[config.mk]
export PLATFORM = sky130hd
export DESIGN_NAME = asic_request_arbiter
export DESIGN_NICKNAME = d
export VERILOG_FILES = /design/src/rtl/asic_arb_pkg.sv /design/src/rtl/round_robin_arbiter.sv /design/src/rtl/asic_request_arbiter.sv
export SDC_FILE = /design/constraint.sdc
export NUM_CORES = 1
export LEC_CHECK = 0
export CAP_MARGIN = 20
export CORE_MARGIN = 2
export CORE_UTILIZATION = 40
export CTS_BUF_LIST = sky130_fd_sc_hd__clkbuf_8
export DETAILED_ROUTE_END_ITERATION = 10
export GPL_ROUTABILITY_DRIVEN = 1
export PLACE_DENSITY = 0.73
export SYNTH_ARGS = -nofsm -noshare
export SYNTH_HDL_FRONTEND = slang
export SYNTH_SLANG_ARGS = --single-unit
[constraint.sdc]
create_clock -name clk -period 2.6 [get_ports clk]
set_input_delay 0.78 -clock clk [delete_from_list [all_inputs] [get_ports clk]]
set_output_delay 0.78 -clock clk [all_outputs]
set_load 0.1 [all_outputs]
[src/rtl/asic_arb_pkg.sv]
// Shared types and helpers for the ASIC interface request arbiter.
package asic_arb_pkg;

  typedef enum logic [2:0] {
    IDLE,
    ISSUE,
    WAIT_BUSY,
    WAIT_DONE,
    RESPOND
  } arb_state_e;

  localparam int DATA_W_DEF = 16;
  localparam int TIMER_W    = 16;

  // Requester index width; a single requester still gets a 1-bit id.
  function automatic int id_width(input int n);
    return (n > 1) ? $clog2(n) : 1;
  endfunction

endpackage

[src/rtl/round_robin_arbiter.sv]
// Rotating-priority encoder: picks the first set bit of req_mask scanning
// upward from last_grant+1 with wrap-around. Purely combinational.
module round_robin_arbiter
  import asic_arb_pkg::*;
#(
  parameter int N = 2
) (
  input  logic [N-1:0]             req_mask,
  input  logic [id_width(N)-1:0]   last_grant,
  output logic [id_width(N)-1:0]   grant_id,
  output logic                     grant_valid
);

  localparam int ID_W = id_width(N);

  // Lowest index wins in each pass; indices above last_grant override the wrapped pass.
  always_comb begin
    grant_id    = '0;
    grant_valid = 1'b0;
    for (int i = N - 1; i >= 0; i--) begin
      if (req_mask[i] && (i <= int'(last_grant))) begin
        grant_id    = ID_W'(i);
        grant_valid = 1'b1;
      end
    end
    for (int i = N - 1; i >= 0; i--) begin
      if (req_mask[i] && (i > int'(last_grant))) begin
        grant_id    = ID_W'(i);
        grant_valid = 1'b1;
      end
    end
  end

endmodule

[src/rtl/asic_request_arbiter.sv]
// Shares one ASIC function interface between N_REQ requesters: round-robin
// grant, start/data issue, completion detect on ready, watchdog timeouts and
// transaction statistics.
//
//   state     | meaning
//   IDLE      | wait for an eligible request while the interface is ready
//   ISSUE     | one-cycle start pulse with the latched DAC code
//   WAIT_BUSY | wait for the interface to drop ready (busy watchdog)
//   WAIT_DONE | wait for ready to return, capture result (done watchdog)
//   RESPOND   | ack/resp_valid to the granted requester, update stats
module asic_request_arbiter
  import asic_arb_pkg::*;
#(
  parameter int N_REQ        = 2,
  parameter int DATA_W       = DATA_W_DEF,
  parameter int BUSY_TIMEOUT = 8,
  parameter int DONE_TIMEOUT = 65535
) (
  input  logic                          clk,
  input  logic                          rst,
  input  logic [N_REQ-1:0]              req,
  input  logic [N_REQ*DATA_W-1:0]       req_data,
  output logic [N_REQ-1:0]              ack,
  output logic [DATA_W-1:0]             resp_data,
  output logic                          resp_valid,
  output logic [id_width(N_REQ)-1:0]    resp_id,
  output logic                          resp_err,
  output logic                          asic_start,
  output logic [DATA_W-1:0]             asic_data_in,
  input  logic                          asic_ready,
  input  logic [DATA_W-1:0]             asic_data_out,
  output logic                          busy,
  output logic [31:0]                   txn_count,
  output logic [15:0]                   timeout_count
);

  localparam int ID_W = id_width(N_REQ);
  localparam logic [TIMER_W-1:0] BUSY_LAST = TIMER_W'(BUSY_TIMEOUT - 1);
  localparam logic [TIMER_W-1:0] DONE_LAST = TIMER_W'(DONE_TIMEOUT - 1);

  arb_state_e          state_q, state_d;
  logic [ID_W-1:0]     grant_q, grant_d;
  logic [ID_W-1:0]     last_q, last_d;
  logic [N_REQ-1:0]    mask_q, mask_d;
  logic [DATA_W-1:0]   din_q, din_d;
  logic [TIMER_W-1:0]  timer_q, timer_d;
  logic [DATA_W-1:0]   resp_q, resp_d;
  logic                err_q, err_d;
  logic [31:0]         txn_q, txn_d;
  logic [15:0]         tmo_q, tmo_d;
  logic                start_q, busy_q;

  logic [N_REQ-1:0]    eligible;
  logic [ID_W-1:0]     arb_id;
  logic                arb_valid;

  // The just-acked requester sits out one IDLE cycle; nothing is granted while the interface is busy.
  assign eligible = req & ~mask_q & {N_REQ{asic_ready}};

  round_robin_arbiter #(.N(N_REQ)) u_rr (
    .req_mask    (eligible),
    .last_grant  (last_q),
    .grant_id    (arb_id),
    .grant_valid (arb_valid)
  );

  // Next-state, timers and statistics.
  always_comb begin
    state_d = state_q;
    grant_d = grant_q;
    last_d  = last_q;
    mask_d  = mask_q;
    din_d   = din_q;
    timer_d = timer_q;
    resp_d  = resp_q;
    err_d   = err_q;
    txn_d   = txn_q;
    tmo_d   = tmo_q;
    case (state_q)
      IDLE: begin
        mask_d = '0;
        if (arb_valid) begin
          grant_d = arb_id;
          for (int i = 0; i < N_REQ; i++) begin
            if (arb_id == ID_W'(i)) din_d = req_data[i*DATA_W +: DATA_W];
          end
          state_d = ISSUE;
        end
      end
      ISSUE: begin
        timer_d = '0;
        err_d   = 1'b0;
        state_d = WAIT_BUSY;
      end
      WAIT_BUSY: begin
        if (!asic_ready) begin
          timer_d = '0;
          state_d = WAIT_DONE;
        end else if (timer_q == BUSY_LAST) begin
          err_d   = 1'b1;
          resp_d  = '0;
          state_d = RESPOND;
        end else begin
          timer_d = timer_q + 1'b1;
        end
      end
      WAIT_DONE: begin
        if (asic_ready) begin
          resp_d  = asic_data_out;
          err_d   = 1'b0;
          state_d = RESPOND;
        end else if (timer_q == DONE_LAST) begin
          err_d   = 1'b1;
          resp_d  = '0;
          state_d = RESPOND;
        end else begin
          timer_d = timer_q + 1'b1;
        end
      end
      RESPOND: begin
        last_d = grant_q;
        mask_d = N_REQ'(1) << grant_q;
        txn_d  = txn_q + 32'd1;
        if (err_q && (tmo_q != 16'hFFFF)) tmo_d = tmo_q + 16'd1;
        state_d = IDLE;
      end
      default: state_d = IDLE;
    endcase
  end

  // State and output registers with synchronous reset.
  always_ff @(posedge clk) begin
    if (rst) begin
      state_q <= IDLE;
      grant_q <= '0;
      last_q  <= ID_W'(N_REQ - 1);
      mask_q  <= '0;
      din_q   <= '0;
      timer_q <= '0;
      resp_q  <= '0;
      err_q   <= 1'b0;
      txn_q   <= '0;
      tmo_q   <= '0;
      start_q <= 1'b0;
      busy_q  <= 1'b0;
    end else begin
      state_q <= state_d;
      grant_q <= grant_d;
      last_q  <= last_d;
      mask_q  <= mask_d;
      din_q   <= din_d;
      timer_q <= timer_d;
      resp_q  <= resp_d;
      err_q   <= err_d;
      txn_q   <= txn_d;
      tmo_q   <= tmo_d;
      start_q <= (state_d == ISSUE);
      busy_q  <= (state_d != IDLE);
    end
  end

  // Completion handshake decoded from RESPOND.
  always_comb begin
    ack = '0;
    if (state_q == RESPOND) ack = N_REQ'(1) << grant_q;
  end

  assign resp_valid    = (state_q == RESPOND);
  assign resp_data     = resp_q;
  assign resp_id       = grant_q;
  assign resp_err      = err_q;
  assign asic_start    = start_q;
  assign asic_data_in  = din_q;
  assign busy          = busy_q;
  assign txn_count     = txn_q;
  assign timeout_count = tmo_q;

endmodule

==> flow_summary.yaml <==
power_and_ir_drop:
  leakagePower_nw: 2.56
  ir_drop_mv: 0.324
  powerDensity_nw_per_um2: 541
  total_power_w: 0.00356
critical_path:
  end_kind: "flop"
  cp.arrival_ns: 2.71
  critPathLaunchType: "flop"
  crit_slowest_cell: "or4b_1"
  crit_required_ns: 2.84
  critPathKind: "reg2reg"
  critical_path_buf_inv_count: 1
  path_cells: "ha_1 > or4b_1 > or4_4 > a41oi_4 > clkbuf_16 > or4_1 > a21oi_1"
  cp_top_family: "simple AND/OR/NAND/NOR gates"
  cp_slowest_stage_delay_ns: 0.49
  crit_fanout: 14
timing:
  hold_ws_ns: 0.474
  rsz0062_at_grt: "false"
  max_freq_mhz: 405
  worst_pin_slew_ns: 0.722
  finalHoldViolCount: 0
  slew_headroom_pct: 51.8
  clock_skew_ns: 0.00620
  min_period_ns: 2.47
  finalSetupViolations: 0
  maxSlewViolCount: 0
  post-route-period-util_pct: 95.0
clock_network:
  cts_max_level: 3
  path_clk_slew_ns: 0.10
  cts_tree: "done"
  cts_buffers: 9
  cts_root_buf: "clkbuf_8"
  clk_latency_ns: 0.36
  clock_sinks: 106
  clk_path_buf_depth: 2
synthesis:
  yosysUniqueCellTypes: 50
  synth_seq_cells: 106
  yosys_warnings: 0
  synth_edf_count: 0
  synth-seq-area-share_pct: 44.0
  synth_flop_cell: "dfxtp_1"
  synthArstFlopShare_pct: 0
  postSynthCellCount: 551
  syn_nets: 608
  avgSynthCellArea_um2: 8.75
  syn-cell-area_um2: 4820
detailed_routing:
  vias_per_cell: 5.49
  postRouteAntennaNets: 0
  dr_total_vias: 4614
  drc: 0
  routed_wirelength_mm: 12.4
  post_drt_wl_per_cell_um: 14.7
  first_iter_violations: 274
  dr.pass1.iters: 5
floorplan:
  boundaryPins: 140
  die_w_um: 114
  rows: 40
  core-area_um2: 11900
  die_area_um2: 13000
  initial_core_util_pct: 40.5
  die_h_um: 114
flow_run:
  drv_cap: 0
cells_and_area:
  stdcell_count: 841
  diodes: 0
  syn2layout_area_growth_pct: 36.3
  nets: 746
  drive_gt1_share_pct: 19.3
  post-route-util_pct: 55.2
placed_design:
  gp_congestion: 0.855
  port_buffers: 139
  dp_hpwl_mm: 9.01
  dp.cells: 822
run_status:
  outcome: "finished clean"
global_route:
  antenna_found_initial: 0
  grt_overflow: 0
  grt_pass1_vias: 4405
  grt_pass1_wl_mm: 20.3
  grt_use_total_pct: 18.9
  grt_start_max_net_pins: 40
min_path:
  hold_path_class: "reg2reg"
[report_power, final]
| part | leakage (nW) | internal [W] | total, W | switching (W) |
|---|---|---|---|---|
| logic | 1.57 | 0.000220 | 0.000622 | 0.000402 |
| registers | 0.859 | 0.00166 | 0.00169 | 0.0000298 |
| clock network | 0.129 | 0.000690 | 0.00124 | 0.000552 |
[final cells by class]
cell class | instances | area [um^2]
clock buffers | 11 | 151
clock inverters | 5 | 100
fillers | 1101 | 5340
inverters | 15 | 60.1
multi-input cells | 400 | 2530
flip-flops and latches | 106 | 2120
well taps | 147 | 184
repair buffers | 157 | 1430
[worst reg2reg max path: cells and delay by family, from the launching register on]
family | cells | cell delay [ns]
AO/OA/AOI/OAI | 2 | 0.42
flip-flops | 1 | 0.40
AND/OR/NAND/NOR | 3 | 1.07
adder cells (fa/ha/maj) | 1 | 0.22
buffers and inverters | 1 | 0.23
[layout by cell type (no fill, tap or decap), types with 7 or more instances in the layout]
cell type	instances
a211oi_1	17
a21oi_1	29
a22oi_1	15
and3_1	9
and4_1	12
buf_12	7
buf_4	96
clkbuf_8	11
clkdlybuf4s50_1	50
dfxtp_1	104
inv_1	14
mux2i_1	16
nand2_1	28
nand3_1	22
nand4_1	16
nor2_1	81
nor3_1	12
nor4_1	8
o21ai_0	14
o31ai_1	9
or3_1	19
or4_1	11
xnor2_1	20
xor2_1	15
[synth_stat cells (4+ instances only)]
library cell	count	area [um^2]
dfxtp_1	106	2120
nor2_1	82	308
a21oi_1	29	145
nand2_1	28	105
clkbuf_1	24	90.1
nand3_1	22	110
xnor2_1	20	175
or3_1	19	119
a211oi_1	17	128
mux2i_1	16	160
nand4_1	16	100
a22oi_1	15	113
inv_1	15	56.3
xor2_1	15	131
o21ai_0	14	70.1
and4_1	12	105
nor3_1	12	60.1
or4_1	11	82.6
and3_1	9	56.3
o31ai_1	9	67.6
nor4_1	8	50.1
ha_1	4	50.1
nor2b_1	4	25.0
o311ai_0	4	35.0
o41ai_1	4	35.0
[state kept, by name (all words and copies together), names as in the netlist]
signal and flops:
txn_count 32, asic_start 1, asic_data_in 16, resp_err 1, timeout_count 16, timer_q 16
state_q 3, busy 1, last_q 1, mask_q 2, resp_data 16, resp_id 1
[metrics by stage]
stage,area [um^2],worst slack [ns],setup TNS [ns]
floorplan,4830,-0.176,-0.176
global placement,6250,-0.297,-8.73
detailed placement,6250,-0.387,-11.80
CTS,6500,0.00440,0
global route,6580,0.0193,0
finish,6580,0.130,0
[per-layer routing]
metal | global-route usage (%) | vias to the layer above | wire length [um]
met3 | 4.78 | 8 | 875
met1 | 23.5 | 2162 | 5500
met5 | 0 | - | 0
li1 | - | 2293 | -
met4 | 4.72 | 0 | 133
met2 | 32.8 | 151 | 5870
[worst paths after layout]
path                            slack, ns       start     endpoint  depth (start not counted)
worst max register to register       0.13  timer_q[1]  timer_q[10]                          7
worst min register to register       0.47   mask_q[1]    mask_q[1]                          2
worst max-delay path                 0.13  timer_q[1]  timer_q[10]                          7
worst min-delay path                 0.47   mask_q[1]    mask_q[1]                          2
[logic make-up (layout without fill, tap and decap cells)]
kind of cell               Yosys count  count (layout)  synth area share, %
DFF                                106             106                 44.0
xor gates and xnor gates            35              35                 6.36
buffers and inverters               45             188                 4.18
and+or+nand+nor                    241             241                 26.6
muxes                               16              16                 3.32
AOI/OAI and AO/OA                  104             104                 14.5
adders and majority gates            4               4                 1.04
[repair_timing]
item	4_1_cts	5_1_grt
pin swaps	0	2
hold buffers	0	0
cloned	0	2
buffers inserted	0	1
endpoints found under the setup margin	1	17
resized for setup	1	5
Power figures use the tool's default switching activity.
